### config.mk
export PLATFORM = sky130hd
export DESIGN_NAME = mem_arbiter
export DESIGN_NICKNAME = d
export VERILOG_FILES = /design/src/rtl/mem_arbiter.sv
export SDC_FILE = /design/constraint.sdc
export NUM_CORES = 1
export LEC_CHECK = 0
export CELL_PAD_IN_SITES_DETAIL_PLACEMENT = 1
export CELL_PAD_IN_SITES_GLOBAL_PLACEMENT = 2
export CORE_ASPECT_RATIO = 0.7
export CORE_MARGIN = 4
export CORE_UTILIZATION = 13
export DETAILED_ROUTE_END_ITERATION = 6
export GPL_TIMING_DRIVEN = 0
export PLACE_DENSITY = 0.85
export SLEW_MARGIN = 15
export SYNTH_ARGS = -nofsm -noshare
export SYNTH_HDL_FRONTEND = slang
export SYNTH_SLANG_ARGS = --single-unit
### constraint.sdc
create_clock -name clock -period 2.8 [get_ports clock]
set_clock_uncertainty 0.2 [all_clocks]
set_input_delay 0.28 -clock clock [delete_from_list [all_inputs] [get_ports clock]]
set_output_delay 0.28 -clock clock [all_outputs]
set_load 0.05 [all_outputs]
### src/rtl/mem_arbiter.sv
// Arbitrates the unified memory port between icache and dcache, and steers
// returning load tags back to the cache that issued them.
module mem_arbiter #(
  parameter int MAX_STREAK = 4,
  parameter int NUM_TAGS   = 16,
  parameter int XLEN       = 32
) (
  input  logic            clock,
  input  logic            reset,
  input  logic [1:0]      Icache2mem_command,
  input  logic [XLEN-1:0] Icache2mem_addr,
  input  logic [1:0]      Dcache2mem_command,
  input  logic [XLEN-1:0] Dcache2mem_addr,
  input  logic [63:0]     Dcache2mem_data,
  input  logic [3:0]      mem2proc_response,
  input  logic [63:0]     mem2proc_data,
  input  logic [3:0]      mem2proc_tag,
  output logic [1:0]      proc2mem_command,
  output logic [XLEN-1:0] proc2mem_addr,
  output logic [63:0]     proc2mem_data,
  output logic [3:0]      mem2Icache_response,
  output logic [3:0]      mem2Icache_tag,
  output logic [63:0]     mem2Icache_data,
  output logic [3:0]      mem2Dcache_response,
  output logic [3:0]      mem2Dcache_tag,
  output logic [63:0]     mem2Dcache_data,
  output logic            arb_error
);

  localparam logic [1:0] CMD_NONE = 2'd0;
  localparam logic [1:0] CMD_LOAD = 2'd1;
  localparam int         SW       = $clog2(MAX_STREAK + 1);

  logic [NUM_TAGS-1:0] valid_q, valid_d;
  logic [NUM_TAGS-1:0] owner_q, owner_d;   // 1 = dcache, 0 = icache
  logic [SW-1:0]       streak_q, streak_d;
  logic                err_q, err_d;

  logic i_act, d_act, gnt_i, gnt_d, accepted, tag_hit, tag_orphan;

  always_comb begin
    i_act = (Icache2mem_command != CMD_NONE);
    d_act = (Dcache2mem_command != CMD_NONE);
    // dcache keeps priority unless it has starved a waiting icache
    gnt_d = !reset && d_act && ((streak_q < SW'(MAX_STREAK)) || !i_act);
    gnt_i = !reset && i_act && !gnt_d;
    accepted = (gnt_d || gnt_i) && (mem2proc_response != 4'd0);
    tag_hit    = !reset && (mem2proc_tag != 4'd0) && valid_q[mem2proc_tag];
    tag_orphan = !reset && (mem2proc_tag != 4'd0) && !valid_q[mem2proc_tag];
  end

  always_comb begin
    proc2mem_command    = CMD_NONE;
    proc2mem_addr       = '0;
    proc2mem_data       = '0;
    mem2Icache_response = 4'd0;
    mem2Dcache_response = 4'd0;
    if (gnt_d) begin
      proc2mem_command    = Dcache2mem_command;
      proc2mem_addr       = Dcache2mem_addr;
      proc2mem_data       = Dcache2mem_data;
      mem2Dcache_response = mem2proc_response;
    end else if (gnt_i) begin
      proc2mem_command    = Icache2mem_command;
      proc2mem_addr       = Icache2mem_addr;
      mem2Icache_response = mem2proc_response;
    end
    mem2Icache_tag  = (tag_hit && !owner_q[mem2proc_tag]) ? mem2proc_tag : 4'd0;
    mem2Dcache_tag  = (tag_hit &&  owner_q[mem2proc_tag]) ? mem2proc_tag : 4'd0;
    mem2Icache_data = mem2proc_data;
    mem2Dcache_data = mem2proc_data;
    arb_error       = err_q;
  end

  always_comb begin
    valid_d  = valid_q;
    owner_d  = owner_q;
    streak_d = streak_q;
    err_d    = err_q | tag_orphan;
    if (mem2proc_tag != 4'd0)
      valid_d[mem2proc_tag] = 1'b0;
    // applied after the clear so a same-cycle re-accept of the returning tag sticks
    if (accepted && (proc2mem_command == CMD_LOAD)) begin
      valid_d[mem2proc_response] = 1'b1;
      owner_d[mem2proc_response] = gnt_d;
    end
    if (!i_act)
      streak_d = '0;
    else if (accepted && gnt_d)
      streak_d = (streak_q == SW'(MAX_STREAK)) ? streak_q : streak_q + SW'(1);
    else if (accepted && gnt_i)
      streak_d = '0;
  end

  always_ff @(posedge clock) begin
    if (reset) begin
      valid_q  <= '0;
      owner_q  <= '0;
      streak_q <= '0;
      err_q    <= 1'b0;
    end else begin
      valid_q  <= valid_d;
      owner_q  <= owner_d;
      streak_q <= streak_d;
      err_q    <= err_d;
    end
  end

endmodule

==> results of run 1 <==
## cell families (layout without fill, tap and decap cells)
kind of cell / Yosys count / after routing
buf+inv: 166 / 555
fa+ha+maj: 2 / 2
flops: 36 / 36
compound gates: 62 / 62
mux: 22 / 22
simple gates: 263 / 263
## stage by stage
step	cells	util, %
after floorplan	551	-
after global placement	1309	27.99
after detailed placement	1309	27.99
after CTS	1317	27.45
after global routing	1318	27.56
final	1318	27.56
## flip-flops by register name, summed over array words and instances, names as in the netlist
register,flops
arb_error,1
owner_q,16
streak_q,3
valid_q,16
## layer usage
layer,routed length (um),GRT usage [%],up-vias
li1,-,-,2458
met1,9765,16.19,2379
met2,12190,24.88,169
met3,1511,3.771,21
met4,489,2.667,2
met5,13,0,-
## where the power goes
group | internal [mW] | switching [mW] | total, mW
logic | 0.639 | 1.04 | 1.68
clock network | 0.351 | 0.220 | 0.571
registers | 0.522 | 0.00464 | 0.527
## worst max path at each step
| stage | end | slack, ns |
|---|---|---|
| 4_1_cts | mem2Dcache_response[1] | 0.0003 |
| 6_report | mem2Dcache_tag[3] | 0.05 |
| 2_1_floorplan | mem2Dcache_tag[3] | 0.24 |
| 5_1_grt | mem2Dcache_tag[3] | 0.005 |
| 3_3_place_gp | proc2mem_addr[27] | -1.42 |
| 3_5_place_dp | proc2mem_addr[27] | -1.30 |
## worst reg2reg max path, cell delays in order, from the launching register on
cell and delay, ns:
dfxtp_1 0.30, clkbuf_1 0.37, nand2b_1 0.20, a21oi_1 0.09
o22ai_1 0.34, clkbuf_1 0.39, nand3_1 0.26, mux2i_1 0.17
## final cells by class
type / instances / area, um^2 / share of cell area [%]
multi-input combinational: 349 / 2085 / 25.89
clock buffer: 6 / 138.9 / 1.725
timing repair buffer: 382 / 3440 / 42.72
inverter: 3 / 11.26 / 0.1399
clock inverter: 2 / 10.01 / 0.1243
tap: 378 / 473.0 / 5.874
sequential: 36 / 720.7 / 8.951
buffer: 162 / 1174 / 14.58
## repair_timing
item,CTS,global route
pin swaps,1,1
gates cloned,0,1
setup endpoints to repair,114,103
gates resized for setup,627,27
setup buffers,1,0
## cells in the final DEF, fill, tap and decap left out, types with 2 or more instances in the layout
| cell | n |
|---|---|
| clkbuf_2 | 10 |
| nand2_1 | 76 |
| clkbuf_4 | 17 |
| buf_2 | 53 |
| nand4_1 | 2 |
| clkbuf_8 | 2 |
| ha_1 | 2 |
| clkdlybuf4s15_1 | 2 |
| nor3_1 | 4 |
| clkinv_2 | 2 |
| clkbuf_16 | 5 |
| inv_1 | 3 |
| and2_1 | 74 |
| clkbuf_1 | 8 |
| or2_2 | 2 |
| a21oi_1 | 24 |
| a21oi_2 | 2 |
| nand2b_1 | 15 |
| nand3b_1 | 4 |
| buf_4 | 174 |
| nor2b_1 | 10 |
| clkdlybuf4s15_2 | 4 |
| mux4_1 | 4 |
| and3_1 | 5 |
| or3_1 | 6 |
| nand3_1 | 49 |
| dfxtp_1 | 36 |
| dlygate4sd2_1 | 5 |
| nor2_1 | 11 |
| o21ai_0 | 25 |
| mux2i_1 | 16 |
| buf_6 | 7 |
| clkdlybuf4s50_1 | 263 |
==> results by group, run 1 <==
Place
  • Placement Setup Slack: -1.296 ns
  • HPWL Detailed: 21080 um
  • RD Place Congestion: 0.8261
  • Input/output buffers: 380
  • Post-DP Area: 0.008178 mm^2

STA
  • Setup ws final: 0.05000 ns
  • Headroom to the max-slew limit: 59.91%
  • Final hold violations: 0
  • Final setup viols: 0
  • Fin Hold WS: 0.2689 ns
  • Fin. max-slew vios: 0
  • Final min period: 2.750 ns
  • Fmax: 0.3636 GHz
  • Worst Tran Pin Value: 0.5994 ns
  • RSZ-0062 raised after global routing: no
  • Setup_tns: 0 ns
  • Final worst-path cycle share: 98.21%

Worst setup path
  • Slowest stage delay, CP: 0.51 ns
  • Crit path cell chain: mux2i_1 > mux4_2 > or3b_4 > nor2_1 > clkdlybuf4s15_1
  • Crit path DAT: 2.27 ns
  • R2R Path End: owner_q[8]$_SDFFE_PP0P_
  • Kind of critical path: flop to output pin
  • Flop2flop setup slack: 0.35 ns
  • CP bufs+invs: 1
  • Worst-path maximum fanout: 4
  • CP startpoint: valid_q[15]$_SDFF_PP0_
  • Number of cells on the critical path: 5
  • CP delay by family, top: multiplexers
  • Worst r2r src: streak_q[2]$_SDFFE_PP0P_
  • R2R cell count: 7
  • Worst Path Required: 2.32 ns
  • CP max-delay cell: mux4_2
  • Crit path capture type: output pin
  • CP startpoint kind: flop

Synth
  • Synth area leader: buf_4
  • Ranking of synthesized cells by area: buf_4 25%, dfxtp_1 18%, and2_1 12%, nand2_1 7.3%, nand3_1 6.3%
  • Mapped Cells: 551
  • Synth warn: 0
  • Post-synth cell types: 40
  • Sequential-to-total area share from yosys stat: 18.47%
  • Synth top area share: 24.82%
  • Proportion of synthesized area in mux cells: 7.665%
  • Synth Register Bits: 36
  • Largest family of logic cells by synthesized area: simple AND/OR/NAND/NOR gates
  • Most frequent cells after synthesis: 129 x buf_4, 76 x nand2_1, 75 x and2_1, 49 x nand3_1, 36 x dfxtp_1
  • Post-Synth Adder-Cell Area: 0.6414%
  • Synthesized area: 0.003901 mm^2
  • Top-count cell post-synth: buf_4
  • Ys flop type: dfxtp_1
  • Post-synth EDFFs: 0
  • Post-synthesis compound-gate area fraction: 8.948%
  • Syn avg cell area: 7.080 um^2
  • Post-synth ARST share: 0%
  • Simple-gate share of the synthesized area: 35.18%
  • Syn Nets: 759
  • XOR/XNOR Fraction of Synth Area: 0%

CTS
  • TritonCTS clock tree: yes
  • Clk sinks: 36
  • Htree depth: 2
  • Root buf cell: clkbuf_16
  • CTS Hold Bufs: 0
  • CTS max path bufs: 2
  • Clock transition at path regs: 0.05 ns
  • Clock buffer count from CTS: 5
  • Clk_lat worst skew: 0.29 ns

Route
  • # DRC: 0
  • Remaining antenna violation count: 0
  • Wire per inst: 18.19 um
  • First-pass DRT Iterations: 4
  • DR vias/cell: 3.816
  • Detailed Route Iter0 Violations: 123
  • Via Count: 5029
  • Total wire length: 23970 um

Floorplanning
  • Die X-Extent: 215.1 um
  • Die Y-Extent: 152.9 um
  • Initial Util: 13.35%
  • # IOs: 449
  • DIE AREA: 0.03289 mm^2
  • # rows: 52
  • Core footprint: 0.02921 mm^2

Pwr
  • PwrDens: 345.4 mW/mm^2
  • PnR Total Power: 2.781 mW
  • Leak pwr: 3.668 nW
  • Max IR drop VDD: 0.1566 mV

Final layout
  • Syn-to-layout area delta: 106.4%
  • Nets: 1147
  • ANT cells: 0
  • Filler cells: 3555
  • Share of cells above drive strength 1: 30.64%
  • Final instance area: 0.008051 mm^2

Global route
  • Antenna violations before repair: 1
  • Tot GR Track Use: 13.66%
  • Vias in the first global route: 5347
  • First-pass GRT wire length: 34820 um
  • Pin count of the biggest net entering global routing: 17
  • GRT overflow: 0

Job
  • Max-cap violations: 0

Worst hold path
  • WHS Path Cells: 1
  • WHS Endpoint: valid_q[0]$_SDFF_PP0_
  • Hold Startpoint: valid_q[0]$_SDFF_PP0_
  • Min-Delay Path Class: flop to flop

Outcome
  • Status: complete, no violations
Note: power is estimated with default switching activity, not from simulation.
==> inputs of run 2 (changes only) <==
--- a/config.mk
+++ b/config.mk
@@ -13,6 +13,7 @@
 export DETAILED_ROUTE_END_ITERATION = 6
 export GPL_TIMING_DRIVEN = 0
 export PLACE_DENSITY = 0.85
+export SKIP_LAST_GASP = 1
 export SLEW_MARGIN = 15
 export SYNTH_ARGS = -nofsm -noshare
 export SYNTH_HDL_FRONTEND = slang
==> run 2 against run 1 <==
Setup slack improved by 0.0028 ns; cell area rose by 0.47%; register-to-register slack barely moved; sequential power barely moved; die area did not move; global-route usage did not move; combinational power barely moved; flip-flop and latch count did not move; highest routed layer unchanged; non-clock buffer count did not move; utilization rose by 0.13 points; fmax rose by 0.10%; wire length rose by 0.17%.
==> results by group, run 2 (synthesis results as in run 1) <==
Worst setup path
  • R2R cell count: 7
  • CP startpoint kind: input pin
  • Kind of critical path: input pin to output pin
  • Crit path DAT: 2.27 ns
  • CP delay by family, top: buffers and inverters
  • Slowest stage delay, CP: 0.50 ns
  • R2R Path End: owner_q[8]$_SDFFE_PP0P_
  • Worst Path Required: 2.32 ns
  • CP bufs+invs: 2
  • Worst-path maximum fanout: 16
  • Crit path cell chain: clkdlybuf4s50_1 > or2_4 > a211o_4 > and3_1 > clkdlybuf4s15_1
  • CP max-delay cell: clkdlybuf4s50_1
  • Flop2flop setup slack: 0.34 ns
  • Crit path capture type: output pin
  • Worst r2r src: streak_q[2]$_SDFFE_PP0P_

Global route
  • Vias in the first global route: 5347
  • Pin count of the biggest net entering global routing: 17
  • First-pass GRT wire length: 34820 um
  • Tot GR Track Use: 13.66%
  • GRT overflow: 0
  • Antenna violations before repair: 1

Final layout
  • Final non-filler cell total: 1318
  • Syn-to-layout area delta: 107.3%
  • Nets: 1147
  • Largest registers: owner_q (16), valid_q (16), streak_q (3)
  • Finished Core Util: 27.69%
  • Share of cells above drive strength 1: 30.74%
  • Commonest non-fill, non-tap cells in the layout: 263 x clkdlybuf4s50_1, 173 x buf_4, 76 x nand2_1
  • ANT cells: 0
  • Most common cell after layout, fill and taps aside: clkdlybuf4s50_1

CTS
  • TritonCTS clock tree: yes
  • Clock transition at path regs: 0.05 ns
  • Clk sinks: 36
  • Clock buffer count from CTS: 5
  • Root buf cell: clkbuf_16
  • CTS max path bufs: 2
  • Clk_lat worst skew: 0.29 ns
  • Htree depth: 2

Pwr
  • Max IR drop VDD: 0.1564 mV
  • PwrDens: 344.6 mW/mm^2
  • Leak pwr: 3.669 nW
  • PnR Total Power: 2.788 mW

Route
  • First-pass DRT Iterations: 4
  • Via Count: 5010
  • # DRC: 0
  • DR vias/cell: 3.801
  • Remaining antenna violation count: 0
  • Wire per inst: 18.22 um
  • Detailed Route Iter0 Violations: 127
  • Total wire length: 24010 um

STA
  • Final worst-path cycle share: 98.12%
  • Fmax: 0.3640 GHz
  • Fin. max-slew vios: 0
  • Final setup viols: 0
  • RSZ-0062 raised after global routing: yes
  • Final min period: 2.747 ns
  • Worst Tran Pin Value: 0.6012 ns
  • Final hold violations: 0
  • Setup_tns: 0 ns
  • Headroom to the max-slew limit: 59.79%
  • Setup ws final: 0.05276 ns

Place
  • RD Place Congestion: 0.8261
  • Input/output buffers: 380
  • HPWL Detailed: 21080 um
  • Placed cell count: 1309
  • Placement Setup Slack: -1.296 ns

Worst hold path
  • WHS Endpoint: valid_q[0]$_SDFF_PP0_
  • Min-Delay Path Class: flop to flop
  • WHS Path Cells: 1
  • Hold Startpoint: valid_q[0]$_SDFF_PP0_

Floorplanning
  • # IOs: 449
  • Initial Util: 13.35%
  • # rows: 52
  • Die X-Extent: 215.1 um
  • Die Y-Extent: 152.9 um
  • Core footprint: 0.02921 mm^2
  • DIE AREA: 0.03289 mm^2

Outcome
  • Status: complete, no violations

Job
  • Max-cap violations: 0
-- run 2: timing repair --
action,CTS,global route
pin swaps,1,1
hold endpoints to repair,0,0
endpoints found under the setup margin,114,103
setup buffers,1,0
gates cloned,0,1
gates resized for setup,626,45
hold buffers,0,0
-- run 2: power by group --
group,total (mW),switching [mW],internal (mW)
logic,1.69,1.05,0.645
clock network,0.571,0.220,0.351
registers,0.527,0.00465,0.522
total,2.79,1.27,1.52
-- run 2: metal layers --
| layer | part of all wire [%] | wire length [um] | global-route usage (%) | vias up |
|---|---|---|---|---|
| li1 | - | - | - | 2459 |
| met1 | 41 | 9958 | 16.19 | 2371 |
| met3 | 5.8 | 1398 | 3.771 | 19 |
| met4 | 1.7 | 418 | 2.667 | 2 |
| met2 | 51 | 12220 | 24.88 | 159 |
| met5 | 0.054 | 13 | 0 | - |
-- run 2: cell type report --
| type | count | area, um^2 |
|---|---|---|
| clock buffer | 6 | 138.9 |
| sequential | 36 | 720.7 |
| clock inverter | 2 | 10.01 |
| inverter | 3 | 11.26 |
| timing repair buffer | 382 | 3475 |
| fill | 3549 | 21120 |
| multi-input combinational | 349 | 2087 |
| tap | 378 | 473.0 |
| buffer | 162 | 1174 |
-- run 2: worst reg2reg max path, cell delays in order (launching register included) --
cell	delay [ns]
dfxtp_1	0.30
clkbuf_1	0.37
nand2b_1	0.20
a21oi_1	0.09
o22ai_1	0.35
clkbuf_1	0.39
nand3_1	0.26
mux2i_1	0.17
-- run 2: worst max path at each step --
| stage | start | to | slack [ns] | cells after the start |
|---|---|---|---|---|
| after floorplan | mem2proc_tag[0] | mem2Dcache_tag[3] | 0.24 | 5 |
| after global placement | reset | proc2mem_addr[27] | -1.42 | 7 |
| after detailed placement | reset | proc2mem_addr[27] | -1.30 | 7 |
| after CTS | Icache2mem_command[0] | proc2mem_addr[27] | -0.04 | 8 |
| after global routing | Icache2mem_command[0] | proc2mem_addr[27] | -0.01 | 8 |
| final | Icache2mem_command[0] | mem2Icache_response[1] | 0.05 | 5 |
-- run 2: stage by stage --
step	hold slack [ns]	area (um^2)
CTS	0.2710	8018
global route	0.2896	8089
detailed placement	0.2640	8178
floorplan	0.2300	3901
finish	0.2680	8089
global placement	0.2550	8178
==> inputs of run 3 (changes only) <==
--- a/config.mk
+++ b/config.mk
@@ -11,6 +11,7 @@
 export CORE_MARGIN = 4
 export CORE_UTILIZATION = 13
 export DETAILED_ROUTE_END_ITERATION = 6
+export GPL_ROUTABILITY_DRIVEN = 0
 export GPL_TIMING_DRIVEN = 0
 export PLACE_DENSITY = 0.85
 export SKIP_LAST_GASP = 1
==> results of run 3 <==
No change in the layout: final DEF, timing and power equal those of run 2.
==> patch, RTL diff (settings of run 3) <==
`MAX_STREAK`: 4 -> 8.
--- a/src/rtl/mem_arbiter.sv
+++ b/src/rtl/mem_arbiter.sv
@@ -2,5 +2,5 @@
 // returning load tags back to the cache that issued them.
 module mem_arbiter #(
-  parameter int MAX_STREAK = 4,
+  parameter int MAX_STREAK = 8,
   parameter int NUM_TAGS   = 16,
   parameter int XLEN       = 32
Check against the original RTL: not equivalent (Yosys sat finds a counterexample within 10 cycles, from zero or initial values and one cycle with reset high).
==> patch against run 3 <==
Sequential share of layout area is 0.14 points lower; sequential cell count is 1 higher; final cell count is 2.7% higher; non-clock buffer count is 4 higher; total power hardly changed; cell area is 4.4% higher; register-to-register slack better by 0.36 ns; synthesized cell count stayed put; area after synthesis is 1.5% higher; worst setup slack worse by 0.016 ns; wire length is 6.8% lower; critical endpoint is now proc2mem_data[38]; highest routed layer is now met4.
==> patch: results (changes against run 3) <==
- Total power density per cell area: 330 nW/um^2 (-4.3%)
- # nets final: 1146 (-0.087%)
- Top cells by area, synth: buf_4 24%, dfxtp_1 19%, and3_1 12%
- Cell Area, Placed: 8280 um^2 (+1.3%)
- Placed Cells: 1343 (+2.6%)
- 1st-iter DRT viols: 164 (+29%)
- Setup slack after placement: -1.61 ns (-0.313 ns)
- Initial antenna violation count: 2 (+1)
- Reg2Reg Depth: 6 (-1)
- Layout cells sized above 1: 0.294 (-0.0135)
- Hold WS: 0.266 ns (-0.00164 ns)
- Final routed wire length divided by cell count: 16.5 um (-9.2%)
- Largest registers: owner_q: 16 flops, valid_q: 16 flops, streak_q: 4 flops
- Largest stage delay on the critical path: 0.55 ns (+0.05 ns)
- Switching part of the total power: 0.443 (-0.0127)
- Fraction of the mapped netlist area in adder cells: 0.00632 (-0.0000972)
- Fillers: 3629 (+2.3%)
- Mapped cell area: 3960 um^2 (+1.5%)
- Worst slew pin tran: 0.569 ns (-0.0326 ns)
- Post-Route WL: 22.4 mm (-6.8%)
- Status: finished, final reports clean
- Compound-Gate Fraction of Synth Area: 0.0799 (-0.00957)
- Logic gate share of total power: 0.595 (-0.011)
- First-pass GRT wire length: 32.8 mm (-5.7%)
- Mean Syn Cell Area: 7.19 um^2 (+1.5%)
- Clock sink count: 37 (+2.8%)
- Clock Power Share: 0.213 (+0.008)
- Layout clock buffers: 7 (+1)
- Reg2reg setup slack: 0.70 ns (+0.36 ns)
- Crit path capture: proc2mem_data[38]
- Final Cell Area: 8450 um^2 (+4.4%)
- Vias in the first global route: 5644 (+5.6%)
- NonClk Buf Share: 0.583 (+0.00854)
- Fraction of standard cell area in multi-input logic: 0.248 (-0.0100)
- Post-DP HPWL: 19.5 mm (-7.7%)
- Inverters: 2 (-1)
- FMAX: 362 MHz (-0.59%)
- Worst-path fanout max: 10 (-6)
- RR Endpoint: owner_q[14]
- Leakage Power: 3.85 nW (+4.8%)
- Antenna Diode Count: 2 (+2)
- Vias per inst: 3.84 (+0.99%)
- Largest net degree at the start of global routing: 12 (-5)
- R2R Path Start: streak_q[3]
[patch: cells by family (layout without fill, tap and decap cells)]
group                      after synthesis  after routing
DFF                                     37             37
other                                    0              2
adders and majority gates                2              2
AOI/OAI and AO/OA                       55             55
muxes                                   28             28
and+or+nand+nor                        259            259
buffers and inverters                  170            558
[patch: repair_timing]
action                                  in CTS  in global routing
endpoints found under the hold margin        0                  0
endpoints found under the setup margin     127                 80
gates resized for setup                    338                 64
setup buffers                                3                  0
pin swaps                                    2                  0
[patch: routing by layer]
| metal | GRT usage | wire (um) | vias to the layer above |
|---|---|---|---|
| met5 | 0 | 0 | - |
| met1 | 0.155 | 9740 | 2478 |
| met3 | 0.0273 | 1320 | 14 |
| met2 | 0.221 | 11100 | 177 |
| met4 | 0.0168 | 199 | 0 |
| li1 | - | - | 2525 |
[patch: worst max-delay path: cells and delay by family]
kind	cells	cell delay [ns]
AOI/OAI and AO/OA	1	0.24
buffers and inverters	4	1.53
and+or+nand+nor	1	0.24
